File: config.mk
export PLATFORM = sky130hd
export DESIGN_NAME = ram_march_bist_flat
export DESIGN_NICKNAME = d
export VERILOG_FILES = /design/src/rtl/ram_bist_pkg.sv /design/src/rtl/ram_march_bist_if.sv /design/src/rtl/bist_addr_gen.sv /design/src/rtl/ram_march_bist.sv /design/src/flat_wrapper.sv
export SDC_FILE = /design/constraint.sdc
export NUM_CORES = 1
export LEC_CHECK = 0
export BUFFER_PORTS_ARGS = -buffer_cell sky130_fd_sc_hd__buf_2
export CELL_PAD_IN_SITES_DETAIL_PLACEMENT = 0
export CELL_PAD_IN_SITES_GLOBAL_PLACEMENT = 2
export CORE_UTILIZATION = 31
export CTS_CLUSTER_DIAMETER = 120
export DETAILED_ROUTE_END_ITERATION = 7
export PLACE_DENSITY_LB_ADDON = 0.15
export SYNTH_ARGS = -nofsm -noshare
export SYNTH_HDL_FRONTEND = slang
export SYNTH_SLANG_ARGS = --single-unit
File: constraint.sdc
create_clock -name clk -period 2.3 [get_ports clk]
set_input_delay 0.46 -clock clk [delete_from_list [all_inputs] [get_ports clk]]
set_output_delay 0.46 -clock clk [all_outputs]
set_load 0.005 [all_outputs]
File: src/rtl/ram_bist_pkg.sv
// Shared types for the RAM March BIST: FSM states and per-element descriptors.
package ram_bist_pkg;

    localparam int BIST_DATA_W = 8;
    localparam int BIST_ADDR_W = 6;

    typedef enum logic [2:0] {IDLE, W_UP, RW_UP, RW_DN, R_DN, DONE} state_t;

    typedef struct packed {
        logic up;       // address direction
        logic exp_inv;  // compare against ~P
        logic wr_en;    // element writes after its compare
        logic wr_inv;   // written word is ~P
    } elem_t;

    localparam elem_t E_NONE  = '{up: 1'b1, exp_inv: 1'b0, wr_en: 1'b0, wr_inv: 1'b0};
    localparam elem_t E_W_UP  = '{up: 1'b1, exp_inv: 1'b0, wr_en: 1'b1, wr_inv: 1'b0};
    localparam elem_t E_RW_UP = '{up: 1'b1, exp_inv: 1'b0, wr_en: 1'b1, wr_inv: 1'b1};
    localparam elem_t E_RW_DN = '{up: 1'b0, exp_inv: 1'b1, wr_en: 1'b1, wr_inv: 1'b0};
    localparam elem_t E_R_DN  = '{up: 1'b0, exp_inv: 1'b0, wr_en: 1'b0, wr_inv: 1'b0};

    function automatic elem_t elem_of(state_t s);
        elem_t e;
        e = E_NONE;
        case (s)
            W_UP:    e = E_W_UP;
            RW_UP:   e = E_RW_UP;
            RW_DN:   e = E_RW_DN;
            R_DN:    e = E_R_DN;
            default: e = E_NONE;
        endcase
        return e;
    endfunction

    function automatic state_t next_elem(state_t s);
        state_t n;
        n = DONE;
        case (s)
            W_UP:    n = RW_UP;
            RW_UP:   n = RW_DN;
            RW_DN:   n = R_DN;
            default: n = DONE;
        endcase
        return n;
    endfunction

endpackage

File: src/rtl/ram_march_bist_if.sv
// Single-port RAM bus as seen by the BIST (master) and the RAM (slave).
interface ram_march_bist_if #(
    parameter int DATA_W = 8,
    parameter int ADDR_W = 6
);
    logic [DATA_W-1:0] data;
    logic [ADDR_W-1:0] addr;
    logic              we;
    logic [DATA_W-1:0] q;

    modport master (output data, output addr, output we, input q);
    modport slave  (input data, input addr, input we, output q);
endinterface

File: src/rtl/bist_addr_gen.sv
// Loadable up/down address counter; last flags the terminal address for the direction.
module bist_addr_gen #(
    parameter int ADDR_W = 6
) (
    input  logic              clk,
    input  logic              rst_n,
    input  logic              load,
    input  logic [ADDR_W-1:0] load_val,
    input  logic              step,
    input  logic              up,
    output logic [ADDR_W-1:0] addr,
    output logic              last
);
    assign last = up ? (addr == '1) : (addr == '0);

    always_ff @(posedge clk or negedge rst_n) begin
        if (!rst_n)
            addr <= '0;
        else if (load)
            addr <= load_val;
        else if (step)
            addr <= up ? addr + 1'b1 : addr - 1'b1;
    end
endmodule

File: src/rtl/ram_march_bist.sv
// March BIST controller: W_UP(P), RW_UP(rP,w~P), RW_DN(r~P,wP), R_DN(rP) over the whole RAM.
module ram_march_bist
    import ram_bist_pkg::*;
#(
    parameter int DATA_W = BIST_DATA_W,
    parameter int ADDR_W = BIST_ADDR_W,
    parameter int RD_LAT = 1
) (
    input  logic              clk,
    input  logic              rst_n,
    input  logic              start,
    input  logic [DATA_W-1:0] pattern,
    ram_march_bist_if.master  ram,
    output logic              busy,
    output logic              done,
    output logic              pass,
    output logic [ADDR_W-1:0] fail_addr,
    output logic [DATA_W-1:0] fail_data
);
    localparam int CNT_W = 2;

    state_t            state, nstate;
    elem_t             el;
    logic [DATA_W-1:0] pat, wdata, expect_w;
    logic              we, clean;
    logic [CNT_W-1:0]  rcnt;
    logic [ADDR_W-1:0] addr, load_val;
    logic              last, accept, cmp, adv, miss, load, step;

    assign ram.data = wdata;
    assign ram.addr = addr;
    assign ram.we   = we;

    always_comb begin
        el       = elem_of(state);
        nstate   = next_elem(state);
        accept   = start && (state == IDLE || state == DONE);
        // rcnt counts the read slot; reaching RD_LAT marks the compare/write cycle
        cmp      = (state inside {RW_UP, RW_DN, R_DN}) && (rcnt == CNT_W'(RD_LAT));
        adv      = (state == W_UP) || cmp;
        expect_w = el.exp_inv ? ~pat : pat;
        miss     = cmp && (ram.q != expect_w);
        step     = adv && !last;
        load     = accept || (adv && last);
        load_val = (accept || elem_of(nstate).up) ? '0 : '1;
    end

    bist_addr_gen #(.ADDR_W(ADDR_W)) u_addr (
        .clk      (clk),
        .rst_n    (rst_n),
        .load     (load),
        .load_val (load_val),
        .step     (step),
        .up       (el.up),
        .addr     (addr),
        .last     (last)
    );

    always_ff @(posedge clk or negedge rst_n) begin
        if (!rst_n) begin
            state     <= IDLE;
            pat       <= '0;
            wdata     <= '0;
            we        <= 1'b0;
            rcnt      <= '0;
            clean     <= 1'b0;
            busy      <= 1'b0;
            done      <= 1'b0;
            pass      <= 1'b0;
            fail_addr <= '0;
            fail_data <= '0;
        end else if (accept) begin
            state     <= W_UP;
            pat       <= pattern;
            wdata     <= pattern;
            we        <= 1'b1;
            rcnt      <= '0;
            clean     <= 1'b1;
            busy      <= 1'b1;
            done      <= 1'b0;
            pass      <= 1'b0;
            fail_addr <= '0;
            fail_data <= '0;
        end else begin
            case (state)
                W_UP: begin
                    if (last) begin
                        state <= nstate;
                        we    <= 1'b0;
                        rcnt  <= '0;
                    end
                end
                RW_UP, RW_DN, R_DN: begin
                    if (!cmp) begin
                        rcnt <= rcnt + 1'b1;
                        if (rcnt == CNT_W'(RD_LAT - 1)) begin
                            we    <= el.wr_en;
                            wdata <= el.wr_inv ? ~pat : pat;
                        end
                    end else begin
                        rcnt <= '0;
                        we   <= 1'b0;
                        // only the first miscompare is recorded
                        if (miss && clean) begin
                            clean     <= 1'b0;
                            fail_addr <= addr;
                            fail_data <= ram.q;
                        end
                        if (last) begin
                            state <= nstate;
                            if (nstate == DONE) begin
                                busy <= 1'b0;
                                done <= 1'b1;
                                pass <= clean && !miss;
                            end
                        end
                    end
                end
                default: ;
            endcase
        end
    end
endmodule
File: src/flat_wrapper.sv
// flat-port wrapper written by rule: the top's interface ports become plain ports
module ram_march_bist_flat import ram_bist_pkg::*;
#(
    parameter int DATA_W = BIST_DATA_W,
    parameter int ADDR_W = BIST_ADDR_W,
    parameter int RD_LAT = 1
)
  (clk, rst_n, start, pattern, busy, done, pass, fail_addr, fail_data, ram_data, ram_addr, ram_we, ram_q);
  ram_march_bist_if #(.DATA_W(DATA_W), .ADDR_W(ADDR_W)) ram_i ();
  input  logic clk;
  input  logic rst_n;
  input  logic start;
  input  logic [DATA_W-1:0] pattern;
  output logic busy;
  output logic done;
  output logic pass;
  output logic [ADDR_W-1:0] fail_addr;
  output logic [DATA_W-1:0] fail_data;
  output wire logic [$bits(ram_i.data)-1:0] ram_data;
  output wire logic [$bits(ram_i.addr)-1:0] ram_addr;
  output wire logic [$bits(ram_i.we)-1:0] ram_we;
  input wire logic [$bits(ram_i.q)-1:0] ram_q;
  assign ram_data = ram_i.data;
  assign ram_addr = ram_i.addr;
  assign ram_we = ram_i.we;
  assign ram_i.q = ram_q;
  ram_march_bist #(.DATA_W(DATA_W), .ADDR_W(ADDR_W), .RD_LAT(RD_LAT)) u_core (.clk(clk), .rst_n(rst_n), .start(start), .pattern(pattern), .ram(ram_i), .busy(busy), .done(done), .pass(pass), .fail_addr(fail_addr), .fail_data(fail_data));
endmodule
==> impl_metrics.yaml <==
power:
  vdd_ir_drop_max_mv: 0.319
  clkPwrFrac: 0.390
  combPwrFrac: 0.066
  switching_share: 0.219
  powerDensity_nw_per_um2: 457
  pwr-share-seq: 0.544
  power.total_w: 0.00154
  p_leak_nw: 1.70
  p_int_w: 0.00120
  p_sw_w: 0.000337
timing:
  whs_ns: 0.163
  clock_skew_ns: 0.00362
  layout_setup_ws_ns: 0.0509
  fmax_ghz: 0.445
  tightest_slew_ns: 0.590
  finalSetupViolCount: 0
  drv_slew: 0
  hold_viol_final: 0
  min_period_ns: 2.25
  maxSlewHeadroom: 0.607
  finalCritPeriodShare: 0.978
  rsz0062_at_grt: "true"
setup_path:
  crit_fanout: 5
  critPathKind: "flip-flop to flip-flop"
  crit_path_end_kind: "flip-flop"
  cp.required_ns: 2.48
  startpoint_type: "flip-flop"
  cp.arrival_ns: 2.43
synth:
  synthCells: 275
  synth_xor_area_frac: 0.0691
  synth_mux_area_frac: 0.102
  yosys.cell_types.count: 51
  yosysWarningCount: 0
  synth_edf_count: 0
  ys_seq_elements: 46
  synth_area_um2: 2660
  avgSynthCellArea_um2: 9.68
  synth_ff_type: "dfrtp_1"
  ys_seq_area_frac: 0.432
  synth_top_family_by_area: "simple AND/OR/NAND/NOR gates"
  syn-num-nets: 299
  synthAdderAreaFrac: 0.0263
  synth_compound_area_frac: 0.155
  yosys.area_share.simple: 0.157
  postSynth.asyncResetShare: 1.00
placed_design:
  placed_cells_incl_taps: 436
  port_buffers: 50
  dp_hpwl_um: 5030
  pre_cts_slack_ns: 0.0441
  gp_congestion: 0.800
global_route:
  grt_pass1_wl_um: 11300
  grt_pass1_vias: 2271
  grt_max_degree: 25
  track_usage: 0.165
  antenna_found_initial: 0
  grt_overflow: 0
route:
  drc: 0
  via_per_inst: 4.88
  first_pass_iters: 4
  wl_per_cell_um: 14.9
  wirelength_um: 6650
  vias: 2173
  drt_iter0_drc: 48
  ant_nets: 0
final_layout:
  layout-drive-gt1-share: 0.338
  antenna_cells: 0
  finalNonFillerCells: 445
  nets: 363
  areaGrowthSynthToFinish_pct: 26.3
clocking:
  cts_tree: "done"
  clock_path_buffers: 2
  cts.clk_slew.worst_paths_ns: 0.09
  cts-htree-levels: 2
  numCtsBuffers: 5
  clock_sinks: 46
  clkLatencyLatePin_ns: 0.29
  cts_hold_buf: 0
  root_buffer: "clkbuf_8"
outcome:
  outcome: "finished, final reports clean"
job:
  maxCapViolCount: 0
floorplanning:
  die_h_um: 94.7
  chipWidth_um: 94.7
  initial_utilization: 0.322
  fp.coreArea_um2: 8260
  die_area_um2: 8960
  io_pins: 51
  rows: 33
hold_path:
  hp-class: "primary input to asynchronous set/reset pin"
==> flip-flops by register name (all words and copies together), names as in the netlist <==
name / count
u_core.busy: 1
u_core.fail_addr: 6
u_core.clean: 1
u_core.pat: 8
u_core.ram.we: 1
u_core.done: 1
u_core.ram.data: 8
u_core.rcnt: 2
u_core.u_addr.addr: 6
u_core.pass: 1
u_core.fail_data: 8
u_core.state: 3
==> final timing paths <==
| check | slack (ns) | end | cells after the start | startpoint |
|---|---|---|---|---|
| min reg2reg | 0.49 | u_core.busy$_DFFE_PN0P_ | 1 | u_core.busy$_DFFE_PN0P_ |
| max | 0.05 | u_core.u_addr.addr[5]$_DFFE_PN0P_ | 9 | u_core.state[1]$_DFFE_PN0P_ |
| max in group asynchronous | 1.59 | u_core.state[0]$_DFFE_PN0P_ | 2 | rst_n |
| min | 0.16 | u_core.pat[4]$_DFFE_PN0P_ | 1 | rst_n |
| max reg2reg | 0.05 | u_core.u_addr.addr[5]$_DFFE_PN0P_ | 9 | u_core.state[1]$_DFFE_PN0P_ |
| min in group clk | 0.37 | u_core.pat[1]$_DFFE_PN0P_ | 3 | pattern[1] |
==> layout make-up <==
class                           instances  area [µm²]
Clock buffer                            6        72.6
Clock inverter                          2        37.5
Fill cell                             864        4900
Inverter                               20        77.6
Multi-Input combinational cell        193        1440
Sequential cell                        46        1150
Tap cell                              105         131
Timing Repair Buffer                   73         448
==> cells by family after synthesis <==
group / after synthesis
AOI/OAI and AO/OA: 58
buffers and inverters: 36
DFF: 46
muxes: 26
and+or+nand+nor: 83
xor gates and xnor gates: 21
adders and majority gates: 5
==> per-layer routing <==
metal | wire, µm | track usage | up-vias
met5 | 0 | 0 | -
met4 | 48 | 0.0303 | 0
met3 | 224 | 0.0314 | 4
met2 | 3160 | 0.278 | 34
met1 | 3220 | 0.221 | 1053
li1 | - | - | 1082
==> layout by cell type, fill, tap and decap left out, types with 4 or more instances in the layout <==
| cell type | n |
|---|---|
| buf_2 | 50 |
| nand2_1 | 45 |
| dfrtp_1 | 44 |
| buf_4 | 21 |
| inv_1 | 19 |
| o21ai_0 | 16 |
| xnor2_1 | 16 |
| mux2i_1 | 16 |
| mux2_2 | 10 |
| a21oi_1 | 7 |
| nor2_1 | 6 |
| xor2_1 | 5 |
| a221o_1 | 5 |
| clkbuf_8 | 5 |
| nand2b_1 | 4 |
| nor3_1 | 4 |
==> worst max-delay path, cell delays in order (launching register included) <==
cell and delay, ns:
dfrtp_2 0.45, and3b_2 0.26, nor2_4 0.13, inv_4 0.08, ha_4 0.23, a211oi_4 0.23, nor3b_1 0.09, a2bb2oi_2 0.14
a31o_2 0.24, a211o_1 0.28
==> synth_stat cells, types with 4 or more instances <==
library cell  number  area [µm²]
clkbuf_1           7        26.3
nand2_1           45         169
inv_1             20        75.1
ha_1               4        50.1
a21oi_1            8        40.0
a221o_1            5        50.1
o21ai_0           19        95.1
mux2_2            10         113
nor2_1             7        26.3
dfrtp_1           46        1150
mux2i_1           16         160
nand2b_1           4        25.0
xor2_1             5        43.8
buf_4              4        30.0
nor3_1             4        20.0
xnor2_1           16         140
==> through the flow <==
step	utilization	setup TNS, ns	area (µm²)
finish	0.407	0	3360
global route	0.407	-0.0250	3360
CTS	0.401	0	3310
detailed placement	0.388	0	3200
global placement	0.388	0	3200
floorplan	-	0	2720
==> power by group through the flow <==
stage / combinational (W) / sequential [W] / clock [W]
2_1_floorplan: 0.0000326 / 0.000855 / 0
3_3_place_gp: 0.000104 / 0.000852 / 0
3_5_place_dp: 0.000105 / 0.000853 / 0
4_1_cts: 0.000106 / 0.000837 / 0.000639
5_1_grt: 0.000117 / 0.000840 / 0.000671
6_report: 0.000102 / 0.000837 / 0.000599
==> what timing repair did <==
action                     CTS  global route
buffers inserted             0             1
gates resized for setup      0            11
setup endpoints to repair    0             3
Note: power is estimated with default switching activity, not from simulation.
